`src/rtl/board_io_ctrl.sv`:
```
// board_io_ctrl: Avalon-MM slave for seven-segment digits, LEDs, switches and pushbuttons.
// Define BOARD_IO_DEBOUNCE_EN to build the per-key debounce FSMs; otherwise keys are only synchronised.
module board_io_ctrl #(
  parameter int NUM_HEX         = 6,
  parameter int NUM_LEDS        = 10,
  parameter int NUM_SW          = 10,
  parameter int NUM_KEYS        = 4,
  parameter int DEBOUNCE_CYCLES = 500000
) (
  input  logic                  clk,
  input  logic                  reset,
  input  logic [2:0]            address,
  input  logic                  read,
  input  logic                  write,
  input  logic [31:0]           writedata,
  output logic [31:0]           readdata,
  output logic                  irq,
  input  logic [NUM_SW-1:0]     sw_in,
  input  logic [NUM_KEYS-1:0]   key_in,
  output logic [NUM_LEDS-1:0]   led_out,
  output logic [7*NUM_HEX-1:0]  hex_segs
);
  logic [NUM_SW-1:0]   sw_s1, sw_s2;
  logic [NUM_KEYS-1:0] key_s1, key_s2;
  logic [NUM_KEYS-1:0] key_state, key_state_nx;
  logic [NUM_KEYS-1:0] key_edge, key_mask, edge_clr;
  logic [NUM_LEDS-1:0] led_reg;
  logic [63:0]         hex_bytes;
  logic                decode;
  logic [31:0]         rd_mux;

  function automatic logic [6:0] seg7(input logic [3:0] v);
    case (v)
      4'h0: seg7 = 7'h3F;  4'h1: seg7 = 7'h06;  4'h2: seg7 = 7'h5B;  4'h3: seg7 = 7'h4F;
      4'h4: seg7 = 7'h66;  4'h5: seg7 = 7'h6D;  4'h6: seg7 = 7'h7D;  4'h7: seg7 = 7'h07;
      4'h8: seg7 = 7'h7F;  4'h9: seg7 = 7'h6F;  4'hA: seg7 = 7'h77;  4'hB: seg7 = 7'h7C;
      4'hC: seg7 = 7'h39;  4'hD: seg7 = 7'h5E;  4'hE: seg7 = 7'h79;  default: seg7 = 7'h71;
    endcase
  endfunction

  assign edge_clr = (write && address == 3'd5) ? writedata[NUM_KEYS-1:0] : '0;

  always_ff @(posedge clk) begin
    if (reset) begin
      sw_s1     <= '0;
      sw_s2     <= '0;
      key_s1    <= '0;
      key_s2    <= '0;
      led_reg   <= '0;
      hex_bytes <= '0;
      decode    <= 1'b0;
      key_mask  <= '0;
      key_edge  <= '0;
      irq       <= 1'b0;
      readdata  <= '0;
    end else begin
      sw_s1  <= sw_in;
      sw_s2  <= sw_s1;
      key_s1 <= key_in;
      key_s2 <= key_s1;
      if (write) begin
        case (address)
          3'd1: led_reg <= writedata[NUM_LEDS-1:0];
          3'd2: for (int k = 0; k < 4; k++)
                  if (k < NUM_HEX) hex_bytes[8*k +: 8] <= writedata[8*k +: 8];
          3'd3: for (int k = 0; k < 4; k++)
                  if (k + 4 < NUM_HEX) hex_bytes[8*(k+4) +: 8] <= writedata[8*k +: 8];
          3'd6: key_mask <= writedata[NUM_KEYS-1:0];
          3'd7: decode <= writedata[0];
          default: ;
        endcase
      end
      // A new press edge outranks a same-cycle write-one-to-clear.
      key_edge <= (key_edge & ~edge_clr) | (key_state_nx & ~key_state);
      irq      <= |(key_edge & key_mask);
      if (read) readdata <= rd_mux;
    end
  end

  always_comb begin
    rd_mux = '0;
    case (address)
      3'd0: rd_mux[NUM_SW-1:0]   = sw_s2;
      3'd1: rd_mux[NUM_LEDS-1:0] = led_reg;
      3'd2: rd_mux               = hex_bytes[31:0];
      3'd3: rd_mux               = hex_bytes[63:32];
      3'd4: rd_mux[NUM_KEYS-1:0] = key_state;
      3'd5: rd_mux[NUM_KEYS-1:0] = key_edge;
      3'd6: rd_mux[NUM_KEYS-1:0] = key_mask;
      default: rd_mux[0]         = decode;
    endcase
  end

  always_comb begin
    hex_segs = '0;
    for (int k = 0; k < NUM_HEX; k++)
      hex_segs[7*k +: 7] = decode ? seg7(hex_bytes[8*k +: 4]) : hex_bytes[8*k +: 7];
  end

  assign led_out = led_reg;

`ifdef BOARD_IO_DEBOUNCE_EN
  // state     | meaning
  // ST_STABLE | debounced level matches the synchronised input
  // ST_COUNT  | input differs, counting consecutive stable cycles
  localparam int            CW       = $clog2(DEBOUNCE_CYCLES + 1);
  localparam logic [CW-1:0] CNT_LAST = CW'(DEBOUNCE_CYCLES - 1);

  typedef enum logic {ST_STABLE = 1'b0, ST_COUNT = 1'b1} db_state_t;

  db_state_t           db_st    [NUM_KEYS];
  db_state_t           db_st_nx [NUM_KEYS];
  logic [CW-1:0]       db_cnt    [NUM_KEYS];
  logic [CW-1:0]       db_cnt_nx [NUM_KEYS];
  logic [NUM_KEYS-1:0] db_diff, db_done;

  always_ff @(posedge clk) begin
    if (reset) begin
      for (int i = 0; i < NUM_KEYS; i++) begin
        db_st[i]  <= ST_STABLE;
        db_cnt[i] <= '0;
      end
      key_state <= '0;
    end else begin
      for (int i = 0; i < NUM_KEYS; i++) begin
        db_st[i]  <= db_st_nx[i];
        db_cnt[i] <= db_cnt_nx[i];
      end
      key_state <= key_state_nx;
    end
  end

  // Accept on the edge that completes DEBOUNCE_CYCLES stable cycles, counting the entry cycle.
  always_comb begin
    db_diff = '0;
    db_done = '0;
    for (int i = 0; i < NUM_KEYS; i++) begin
      db_diff[i] = key_s2[i] != key_state[i];
      db_done[i] = db_diff[i] &&
                   ((db_st[i] == ST_STABLE && DEBOUNCE_CYCLES == 1) ||
                    (db_st[i] == ST_COUNT && db_cnt[i] + CW'(1) == CNT_LAST));
    end
  end

  always_comb begin
    for (int i = 0; i < NUM_KEYS; i++) begin
      db_st_nx[i]  = db_st[i];
      db_cnt_nx[i] = db_cnt[i];
      case (db_st[i])
        ST_STABLE: if (db_diff[i] && !db_done[i]) begin
          db_st_nx[i]  = ST_COUNT;
          db_cnt_nx[i] = '0;
        end
        default: if (!db_diff[i] || db_done[i]) db_st_nx[i] = ST_STABLE;
                 else db_cnt_nx[i] = db_cnt[i] + CW'(1);
      endcase
    end
  end

  always_comb begin
    key_state_nx = key_state;
    for (int i = 0; i < NUM_KEYS; i++)
      if (db_done[i]) key_state_nx[i] = key_s2[i];
  end
`else
  assign key_state    = key_s2;
  assign key_state_nx = key_s1;
`endif

endmodule

```
`config.mk`:
```
export PLATFORM = sky130hd
export DESIGN_NAME = board_io_ctrl
export DESIGN_NICKNAME = d
export VERILOG_FILES = /design/src/rtl/board_io_ctrl.sv
export SDC_FILE = /design/constraint.sdc
export NUM_CORES = 1
export LEC_CHECK = 0
export CELL_PAD_IN_SITES_DETAIL_PLACEMENT = 0
export CELL_PAD_IN_SITES_GLOBAL_PLACEMENT = 1
export CORE_ASPECT_RATIO = 0.7
export CORE_MARGIN = 5
export CORE_UTILIZATION = 40
export CTS_BUF_LIST = sky130_fd_sc_hd__clkbuf_2 sky130_fd_sc_hd__clkbuf_4 sky130_fd_sc_hd__clkbuf_8
export CTS_CLUSTER_SIZE = 28
export DETAILED_ROUTE_END_ITERATION = 10
export PLACE_DENSITY_LB_ADDON = 0.2
export SLEW_MARGIN = 20
export SYNTH_ARGS = -nofsm -noshare
export SYNTH_HDL_FRONTEND = slang
export SYNTH_SLANG_ARGS = --single-unit
```
`constraint.sdc`:
```
create_clock -name clk -period 7.24 [get_ports clk]
set_clock_uncertainty 0.2 [all_clocks]
set_input_delay 2.172 -clock clk [delete_from_list [all_inputs] [get_ports clk]]
set_output_delay 2.172 -clock clk [all_outputs]
set_load 0.02 [all_outputs]
```
-- Word-level counts from Yosys, hierarchy flattened
Memories as Yosys holds them, arrays and structs flattened. A register that Yosys moved wholly into a read port is not among the register bits.
Cells that the tools add are included.
- register bits: 128
- latch bits: 0
- memory bits (writable): 0
- ROM bits: 672
- output and inout port bits: 85
- word-level logic and storage cells: 62
- memories kept: 6
- memory list (name ; depth ; bits a word ; rd ports ; clocked after Yosys merged registers in ; write ports ; line ; source):
    (name not given) ; 16 ; 7 ; 1 ; 1 ; 0 ; 33 ; case (v)
    (name not given) ; 16 ; 7 ; 1 ; 1 ; 0 ; 33 ;
    (name not given) ; 16 ; 7 ; 1 ; 1 ; 0 ; 33 ;
    (name not given) ; 16 ; 7 ; 1 ; 1 ; 0 ; 33 ;
    (name not given) ; 16 ; 7 ; 1 ; 1 ; 0 ; 33 ;
    (name not given) ; 16 ; 7 ; 1 ; 1 ; 0 ; 33 ;
- $add $sub $neg: 0
- multiply operators: 0
- div/mod/pow operators: 0
- magnitude comparators: 0
- equal/unequal tests: 7
- shifts and indexed selects: 0
- multiplexer cells: 23
- bitwise gates (word level): 6
- reduce and logical (&&, ||, !) cells: 8
- operators by type and width (kind ; number):
    two-way mux 4 bit ; 13
    one-hot mux 22 bit (2 select lines) ; 1
    two-way mux 7 bit ; 6
    one-hot mux 6 bit (4 select lines) ; 1
    one-hot mux 3 bit (7 select lines) ; 1
    AND 4 bit ; 3
    equality test 3 bit, second input constant ; 4
    AND reduction 2 bit ; 5
    inverter 4 bit ; 2
    one-hot mux 1 bit (7 select lines) ; 1
    equality test 3 x 2 -> 1 bit, second input constant ; 2
    bitwise OR 4 bit ; 1
    OR reduction 4 bit ; 1
    equality test 3 x 1 -> 1 bit, second input constant ; 1
    zero test 3 bit ; 1
    logical AND 1 bit ; 1

-- Longest topological paths before layout
- depth after elaboration: 6
- mapped depth: 12
- depth with buffers taken out: 9

-- Least setup slack after synthesis
No wires, ideal clock.
- path type: input-to-reg
- start point: in address[2]
- end point: reg (tool-made name)
- setup time: 58 ps
- arrival time: 4175 ps
- data required time: 6982 ps
- path slack: 2807 ps
- stages on the path: 11
- path through: buf_4 and4bb_1 buf_4 buf_4 nand2_1 a21oi_1 inv_1 ha_1 inv_1 mux4_2 inv_1
- RTL lines (item ; line ; source):
    start, declared ; 12 ; input logic [2:0] address,

==> summary.txt <==
Status
  • Status: finished clean

Critical path
  • CP delay by family, top: buffers and inverters
  • CP Launch Type: input port
  • WP buf/inv: 4
  • Worst-path maximum fanout: 26
  • WP data required: 7.45 ns
  • Critical path's slowest cell: clkdlybuf4s50_1
  • CP most frequent cell: inv_1
  • Arrival time at the worst endpoint: 5.36 ns
  • Crit path cell chain: clkdlybuf4s50_1, and4bb_2, nand2_1, a21oi_1, inv_1, ha_1, inv_1, mux4_2, inv_1
  • Worst setup path category: in -> reg
  • Reg2Reg Setup Slack: 5.10 ns
  • Worst Setup End Kind: register
  • Highest cell delay on the worst timing path: 0.89 ns

Routing
  • Iter 0 DRT Violations: 443
  • Final WL: 22100 µm
  • Final antenna-violating net count: 0
  • Pre-Repair DR Iteration Count: 5
  • Avg WL per Cell: 17.3 µm
  • DRC: 0
  • Vias per cell: 5.03
  • Via Count: 6409

Clocking
  • CTS tree: built
  • Worst skew pair latency: 0.46 ns
  • Root Driver: clkbuf_8
  • Post-CTS Setup Bufs: 0
  • H-tree depth: 4
  • # hold bufs at CTS: 0
  • Post-cts gate resize count: 0
  • CTS buffer count: 17
  • Clock-pin slew on the worst setup and hold paths: 0.09 ns
  • Clock buffer depth: 2
  • Clock Sinks: 170

STA
  • Final hold vios: 0
  • Slew margin rel.: 37.8%
  • Slew Viols, Final: 0
  • Slew @ Worst Pin: 0.933 ns
  • Final setup fails: 0
  • Setup TNS Final: 0 ns
  • Max Freq: 0.194 GHz
  • RSZ-0062 raised after global routing: no
  • Period minus WS final: 5.15 ns
  • Crit share post-route: 71.1%
  • WHS: 0.245 ns

Hold path
  • Worst min path class: reg -> reg

Power
  • Leak Pwr: 3.84 nW
  • Pwr dens: 188 mW/mm²
  • VDD IR max: 83.8 µV

Yosys
  • Cell variety after synth: 54
  • Syn_nets: 971
  • Sequential area share after synthesis: 42.5%
  • Syn avg cell area: 9.14 µm²
  • Cells after synthesis: 876
  • Cell area after synthesis: 0.00801 mm²
  • Synth async-reset ratio: 0%
  • Largest cells by area after synthesis: dfxtp_1, mux2_2, a21oi_1
  • Synth Flop Type: dfxtp_1
  • FF+latch count, synth: 170
  • Share of the synthesized area in the top cell type: 42.5%
  • Number of flops mapped to enable cells by yosys: 0
  • Commonest cells post-synth: dfxtp_1, nand2_1, a21oi_1
  • Count leader, synth: dfxtp_1
  • Warnings from Yosys: 0
  • Synth area leader: dfxtp_1

Placement
  • DP Wirelength: 15900 µm
  • Port bufs: 137
  • GPL Wtd Cong: 0.870

Floorplanning
  • Site Rows: 43
  • Die Ht: 128 µm
  • # IOs: 138
  • Die Wd: 179 µm
  • Die Area: 0.0230 mm²
  • Starting Density: 40.5%
  • Core area: 0.0197 mm²

GRT
  • Largest net degree at the start of global routing: 70
  • Initial antenna violation count: 0
  • Vias in the first global route: 6120
  • First-pass GRT wire length: 34600 µm
  • Total Routing Usage GR: 19.3%
  • GRT overflow: 0

Final layout
  • N_diodes: 0
  • Fillers: 1899
  • Synth-to-Final Area Change: 24.5%
  • Nets: 1086
  • Share of cells above drive strength 1: 12.9%

Flow run
  • Max Cap Viol: 0
[worst paths after layout]
check,cells after the start,start,to
max,9,address[1],register
max reg2reg,7,hex_bytes[25]$_SDFFE_PP0N_,register
min reg2reg,1,sw_s1[3]$_SDFF_PP0_,sw_s2[3]$_SDFF_PP0_
min,1,sw_s1[3]$_SDFF_PP0_,sw_s2[3]$_SDFF_PP0_
[layout make-up]
| cell class | instances | area, µm² | area share (%) |
|---|---|---|---|
| Inverter | 46 | 173 | 1.73 |
| Clock buffer | 19 | 262 | 2.62 |
| Tap cell | 270 | 338 | 3.39 |
| Timing Repair Buffer | 149 | 1460 | 14.6 |
| Clock inverter | 13 | 155 | 1.56 |
| Multi-Input combinational cell | 607 | 4180 | 41.9 |
| Sequential cell | 170 | 3400 | 34.1 |
[through the flow]
step | setup WS, ns | total power, mW | cell area [µm²] | utilization, % | instances
2_1_floorplan | 2.81 | 1.10 | 8010 | - | 876
3_3_place_gp | 1.69 | 1.19 | 9550 | 48.4 | 1242
3_5_place_dp | 1.61 | 1.19 | 9550 | 48.4 | 1242
4_1_cts | 2.12 | 1.90 | 9970 | 50.5 | 1274
5_1_grt | 1.86 | 1.95 | 9970 | 50.5 | 1274
6_report | 2.09 | 1.87 | 9970 | 50.5 | 1274
[where the power goes]
part / total, mW / switching, mW / internal (mW)
registers: 0.975 / 0.0144 / 0.960
logic: 0.193 / 0.102 / 0.0908
clock network: 0.707 / 0.374 / 0.333
total: 1.87 / 0.490 / 1.38
[metal layers]
metal	routed length (µm)	up-vias	global-route usage [%]
li1	-	3201	-
met1	11500	3029	30.0
met5	0	-	0
met2	9290	166	27.6
met3	1060	13	3.49
met4	187	0	4.61
[worst register-to-register path, stage by stage (launching register included)]
cell and delay, ns:
dfxtp_1 0.43, nand2_1 0.11, a21oi_1 0.34, inv_1 0.18, ha_1 0.31, inv_1 0.03
mux4_2 0.44, inv_1 0.06
[cell usage in the layout, fill, tap and decap left out, types with 11 or more instances in the layout]
cell,n
dfxtp_1,169
clkdlybuf4s50_1,136
nand2_1,128
a21oi_1,111
nor2b_1,67
nor2_1,53
mux2_2,52
ha_1,42
inv_1,40
mux2i_1,22
clkbuf_8,19
mux4_2,15
nor3_1,14
o21ai_0,13
buf_4,13
a21o_1,11
[kinds of logic (layout without fill, tap and decap cells)]
| family | after synthesis | count (layout) | share of synthesized area, % |
|---|---|---|---|
| DFF | 170 | 170 | 42.5 |
| AOI/OAI and AO/OA | 171 | 171 | 12.5 |
| and+or+nand+nor | 298 | 298 | 17.8 |
| buffers and inverters | 99 | 227 | 5.30 |
| xor gates and xnor gates | 3 | 3 | 0.328 |
| adders and majority gates | 42 | 42 | 6.56 |
| muxes | 93 | 93 | 14.9 |
(Power assumes the default switching activity.)
